**src/rtl/csa_wide_seq.sv**
```systemverilog
// Multi-cycle wide adder: one shared 16-bit slice adder, LSB slice first, carry chained in a register.
// Optional subtract mode under CSA_WIDE_SUB_EN (adds port sub).

module csa_16bit (
   input  logic [15:0] a,
   input  logic [15:0] b,
   input  logic        cin,
   output logic [15:0] sum,
   output logic        cout
);
   logic [8:0] lo;
   logic [8:0] hi0;
   logic [8:0] hi1;

   // Carry-select: upper byte computed for both carry values, chosen by the lower byte's carry.
   assign lo  = {1'b0, a[7:0]}  + {1'b0, b[7:0]}  + {8'd0, cin};
   assign hi0 = {1'b0, a[15:8]} + {1'b0, b[15:8]};
   assign hi1 = {1'b0, a[15:8]} + {1'b0, b[15:8]} + 9'd1;

   assign sum  = {(lo[8] ? hi1[7:0] : hi0[7:0]), lo[7:0]};
   assign cout = lo[8] ? hi1[8] : hi0[8];
endmodule

// state  | meaning
// S_IDLE | ready for operands; in_ready=1
// S_RUN  | one 16-bit slice added per clock, LSB first
// S_DONE | result presented; out_valid=1 until consumed
module csa_wide_seq #(
   parameter int WIDTH = 64
) (
   input  logic             clk,
   input  logic             rst_n,
   input  logic             in_valid,
   output logic             in_ready,
   input  logic [WIDTH-1:0] a,
   input  logic [WIDTH-1:0] b,
   input  logic             cin,
   output logic             out_valid,
   input  logic             out_ready,
   output logic [WIDTH-1:0] sum,
   output logic             cout
`ifdef CSA_WIDE_SUB_EN
   ,
   input  logic             sub
`endif
);
   localparam int NSLICE = WIDTH / 16;
   localparam int KW     = (NSLICE > 1) ? $clog2(NSLICE) : 1;
   localparam logic [KW-1:0] K_LAST = KW'(NSLICE - 1);

   if ((WIDTH < 16) || ((WIDTH % 16) != 0)) begin : g_bad_width
      $error("csa_wide_seq: WIDTH must be a multiple of 16 and at least 16");
   end

   typedef enum logic [1:0] {S_IDLE, S_RUN, S_DONE} state_t;

   state_t           state_q, state_d;
   logic [KW-1:0]    k_q, k_d;
   logic [WIDTH-1:0] a_q, a_d;
   logic [WIDTH-1:0] b_q, b_d;
   logic             carry_q, carry_d;
   logic [WIDTH-1:0] acc_q, acc_d;
   logic [WIDTH-1:0] sum_q, sum_d;
   logic             cout_q, cout_d;

   logic [15:0]      slice_sum;
   logic             slice_cout;
   logic [WIDTH-1:0] a_nxt, b_nxt, acc_nxt;
   logic             sub_eff;

`ifdef CSA_WIDE_SUB_EN
   assign sub_eff = sub;
`else
   assign sub_eff = 1'b0;
`endif

   csa_16bit u_csa (
      .a    (a_q[15:0]),
      .b    (b_q[15:0]),
      .cin  (carry_q),
      .sum  (slice_sum),
      .cout (slice_cout)
   );

   // Operands shift down so the active slice is always bits 15:0; the accumulator fills from the top.
   if (NSLICE == 1) begin : g_one
      assign a_nxt   = a_q;
      assign b_nxt   = b_q;
      assign acc_nxt = slice_sum;
   end else begin : g_many
      assign a_nxt   = {16'd0, a_q[WIDTH-1:16]};
      assign b_nxt   = {16'd0, b_q[WIDTH-1:16]};
      assign acc_nxt = {slice_sum, acc_q[WIDTH-1:16]};
   end

   always_comb begin
      state_d   = state_q;
      k_d       = k_q;
      a_d       = a_q;
      b_d       = b_q;
      carry_d   = carry_q;
      acc_d     = acc_q;
      sum_d     = sum_q;
      cout_d    = cout_q;
      in_ready  = 1'b0;
      out_valid = 1'b0;
      case (state_q)
         S_IDLE: begin
            in_ready = 1'b1;
            if (in_valid) begin
               a_d     = a;
               b_d     = b ^ {WIDTH{sub_eff}};
               carry_d = cin | sub_eff;
               acc_d   = '0;
               k_d     = '0;
               state_d = S_RUN;
            end
         end
         S_RUN: begin
            a_d     = a_nxt;
            b_d     = b_nxt;
            acc_d   = acc_nxt;
            carry_d = slice_cout;
            if (k_q == K_LAST) begin
               sum_d   = acc_nxt;
               cout_d  = slice_cout;
               k_d     = '0;
               state_d = S_DONE;
            end else begin
               k_d = k_q + 1'b1;
            end
         end
         S_DONE: begin
            out_valid = 1'b1;
            if (out_ready) state_d = S_IDLE;
         end
         default: state_d = S_IDLE;
      endcase
   end

   always_ff @(posedge clk or negedge rst_n) begin
      if (!rst_n) begin
         state_q <= S_IDLE;
         k_q     <= '0;
         a_q     <= '0;
         b_q     <= '0;
         carry_q <= 1'b0;
         acc_q   <= '0;
         sum_q   <= '0;
         cout_q  <= 1'b0;
      end else begin
         state_q <= state_d;
         k_q     <= k_d;
         a_q     <= a_d;
         b_q     <= b_d;
         carry_q <= carry_d;
         acc_q   <= acc_d;
         sum_q   <= sum_d;
         cout_q  <= cout_d;
      end
   end

   assign sum  = sum_q;
   assign cout = cout_q;
endmodule

```
**config.mk**
```make
export PLATFORM = sky130hd
export DESIGN_NAME = csa_wide_seq
export DESIGN_NICKNAME = d
export VERILOG_FILES = /design/src/rtl/csa_wide_seq.sv
export SDC_FILE = /design/constraint.sdc
export NUM_CORES = 1
export LEC_CHECK = 0
export ABC_AREA = 1
export CAP_MARGIN = 20
export CORE_MARGIN = 2
export CORE_UTILIZATION = 40
export DETAILED_ROUTE_END_ITERATION = 10
export SLEW_MARGIN = 20
export SYNTH_ARGS = -nofsm -noshare
export SYNTH_HDL_FRONTEND = slang
export SYNTH_SLANG_ARGS = --single-unit
```
**constraint.sdc**
```tcl
create_clock -name clk -period 3.31 [get_ports clk]
set_clock_uncertainty 0.1 [all_clocks]
set_input_delay 0.662 -clock clk [delete_from_list [all_inputs] [get_ports clk]]
set_output_delay 0.662 -clock clk [all_outputs]
set_load 0.005 [all_outputs]
```
==> out/results.ini <==
[grt]
grt_max_degree=97
antenna_found_initial=3
grt_use_total=0.202
grt_remaining_overflow=0
grt_pass1_vias=8450
grt_pass1_wl_mm=46.0

[timing]
rsz0062_at_grt=no
tightestPinTransition_ps=946
timing.slew.headroom=0.369
setup_slack_ps=760
drv_slew=0
final-hold-violation-count=0
setup_tns_ps=0
max_clock_freq_mhz=392
period_needed_ps=2550
period_share=0.770
setup_violations=0

[route]
drtAntennaViolNets=0
via_per_inst=5.08
drc_errors=0
wire_per_inst_um=16.7
drtIter0Drc=606
dr_total_vias=8549
drt-total-wl_mm=28.1
dr.pass1.iters=5

[yosys]
synth.area.top_cells=dfrtp_1 57%, nand2_1 7.9%, o21ai_0 6.1%
ys_seq_area_frac=0.574
yosysWarnings=0
synth.ff_latch_count=246
yosys.area.top_type=dfrtp_1
syn-num-nets=1311
syn_avg_cell_area_um2=9.26
synth.distinct_cells=38
syn-instance-count=1158
yosys.area.top_type_share=0.574
netlist_area_um2=10700

[power_and_ir_drop]
power_frac_clock=0.201
p_switching_w=0.00618
power.leakage_nw=6.26
power_frac_seq=0.341
peakVddDrop_v=0.000634
p_int_w=0.00912
p_sw_frac=0.404
power.density_nw_per_um2=1100
power_frac_comb=0.458

[die]
core-area_um2=26200
start_util=0.409
die_y_um=168
fp.dieArea_um2=28100
io_pins=200
floorplan.rows=59
die_w_um=168

[clocking]
holdBufCountCts=0
htreeDepth=1
numCtsBuffers=27
path_clk_slew_ps=60
cts_sinks=246
cts_tree=yes
clockBufferDepth=3
clk_latency_ps=520
clock_tree.root_cell=clkbuf_16
cts-resized-gates=0
post-cts-setup-buffer-count=0

[placed_design]
place.gp.congestion=0.823
place_ws_ps=698
numPortBuffers=199
dp_hpwl_mm=19.7

[worst_setup_path]
end_kind=flop
cp.required_ps=3650
critPathLaunchType=flop
critical_path_class=reg2reg
cp.arrival_ps=2890
path_max_fanout=82

[cells_and_area]
nets=1481
drive_gt1_frac=0.0631
seq_area_um2=6160
multiInputGateArea_um2=3870
syn_to_final_growth_pct=29.6
fillers=2413

[flow_run]
maxCapViolations=0

[run_status]
status=finished clean

[worst_hold_path]
hold_class=in2async

[Yosys cell counts]
library cell  instances
clkbuf_1             37
o22ai_2               1
nand2_2               6
nand2_1             227
nor2_2                2
o31ai_1               1
xor2_1                7
nor2_8                1
xnor2_1               2
o22ai_1              45
a31oi_1               2
ha_1                 17
dfrtp_1             246
a21oi_1               8
buf_2                27
o21ai_1             125
o21ai_0             131
a22o_1                1
buf_6                 6
nand3_2               2
xor2_2                1
o21ai_2               1
inv_1                83
buf_1                 1
nor2_4                2
mux2i_1               1
or2_2                 1
fa_1                  3
buf_4                 4
nand3_1              19
nor3_1                1
inv_4                 1
inv_2                 4
a32o_1               32
o311ai_0              1
nor2_1              106
nand4_1               2
nand3b_4              1
[final timing paths]
check	from	to	slack (ps)	depth (start not counted)
setup / recovery	state_q[0]$_DFFE_PN0P_	b_q[11]$_DFFE_PN0P_	760	9
setup reg to reg	state_q[0]$_DFFE_PN0P_	b_q[11]$_DFFE_PN0P_	760	9
hold reg to reg	sum[55]$_DFFE_PN0P_	sum[55]$_DFFE_PN0P_	380	2
min in group clk	sum[55]$_DFFE_PN0P_	sum[55]$_DFFE_PN0P_	380	2
max in group asynchronous	rst_n	b_q[46]$_DFFE_PN0P_	2250	2
hold / removal	rst_n	sum[5]$_DFFE_PN0P_	40	1
[sequential cells by signal, indices dropped and copies added, names as in the netlist]
signal / cells
sum: 64
a_q: 64
cout: 1
carry_q: 1
acc_q: 48
b_q: 64
state_q: 2
k_q: 2
[worst max-delay path: stages, from the launching register on]
cell     delay, ps
dfrtp_1        420
inv_2           70
nor2_4         280
inv_4           80
buf_4          290
nand2_4        270
buf_12         320
buf_12         270
o21ai_0        140
o21ai_1        160
[routing by layer]
layer,global-route usage,wire length [um],vias to the layer above
li1,-,-,4241
met1,0.293,13300,4027
met2,0.317,12600,234
met3,0.0373,1570,43
met4,0.0450,614,4
met5,0,29,-
[per-stage QoR]
step	instances	hold WS [ps]	area, um2	power (W)	utilization
6_report	1683	39.5	13900	0.0153	0.531
5_1_grt	1682	100	13900	0.0166	0.530
4_1_cts	1682	69.4	13900	0.0155	0.530
3_5_place_dp	1634	369	13000	0.0123	0.495
3_3_place_gp	1634	356	13000	0.0122	0.495
2_1_floorplan	1158	266	10700	0.00993	-
[power by group through the flow]
| stage | combinational (W) | clock [W] | sequential, W |
|---|---|---|---|
| floorplan | 0.00493 | 0 | 0.00500 |
| global placement | 0.00691 | 0 | 0.00525 |
| detailed placement | 0.00706 | 0 | 0.00527 |
| CTS | 0.00708 | 0.00315 | 0.00523 |
| global route | 0.00798 | 0.00327 | 0.00538 |
| finish | 0.00701 | 0.00308 | 0.00522 |
[cells by family (layout without fill, tap and decap cells)]
logic type	count (synthesis)	in the layout	synth area share
XOR/XNOR	10	10	0.00887
multiplexers	1	1	0.000933
other	0	1	0
adder cells (fa/ha/maj)	20	20	0.0254
flip-flops	246	246	0.574
AO/OA/AOI/OAI	348	348	0.185
AND/OR/NAND/NOR	370	370	0.140
buffers and inverters	163	352	0.0660
[area by class of cell]
cell class / count / share of cell area
Clock inverter: 9 / 0.00891
Tap cell: 335 / 0.0301
Sequential cell: 246 / 0.443
Inverter: 88 / 0.0242
Clock buffer: 39 / 0.0576
Timing Repair Buffer: 216 / 0.158
Multi-Input combinational cell: 749 / 0.278
Antenna cell: 1 / 0.000180
[cells in the final DEF (no fill, tap or decap), types with 3 or more instances in the layout]
cell	instances
dfrtp_1	246
nand2_1	227
clkdlybuf4s50_1	198
o21ai_0	131
o21ai_1	125
nor2_1	106
inv_1	83
o22ai_1	45
a32o_1	32
clkbuf_16	27
nand3_1	19
ha_1	17
buf_4	11
a21oi_1	8
clkbuf_8	8
xor2_1	7
clkinv_2	6
buf_12	6
nand2_2	5
clkbuf_1	4
fa_1	3
bufinv_16	3
Power figures use the tool's default switching activity.
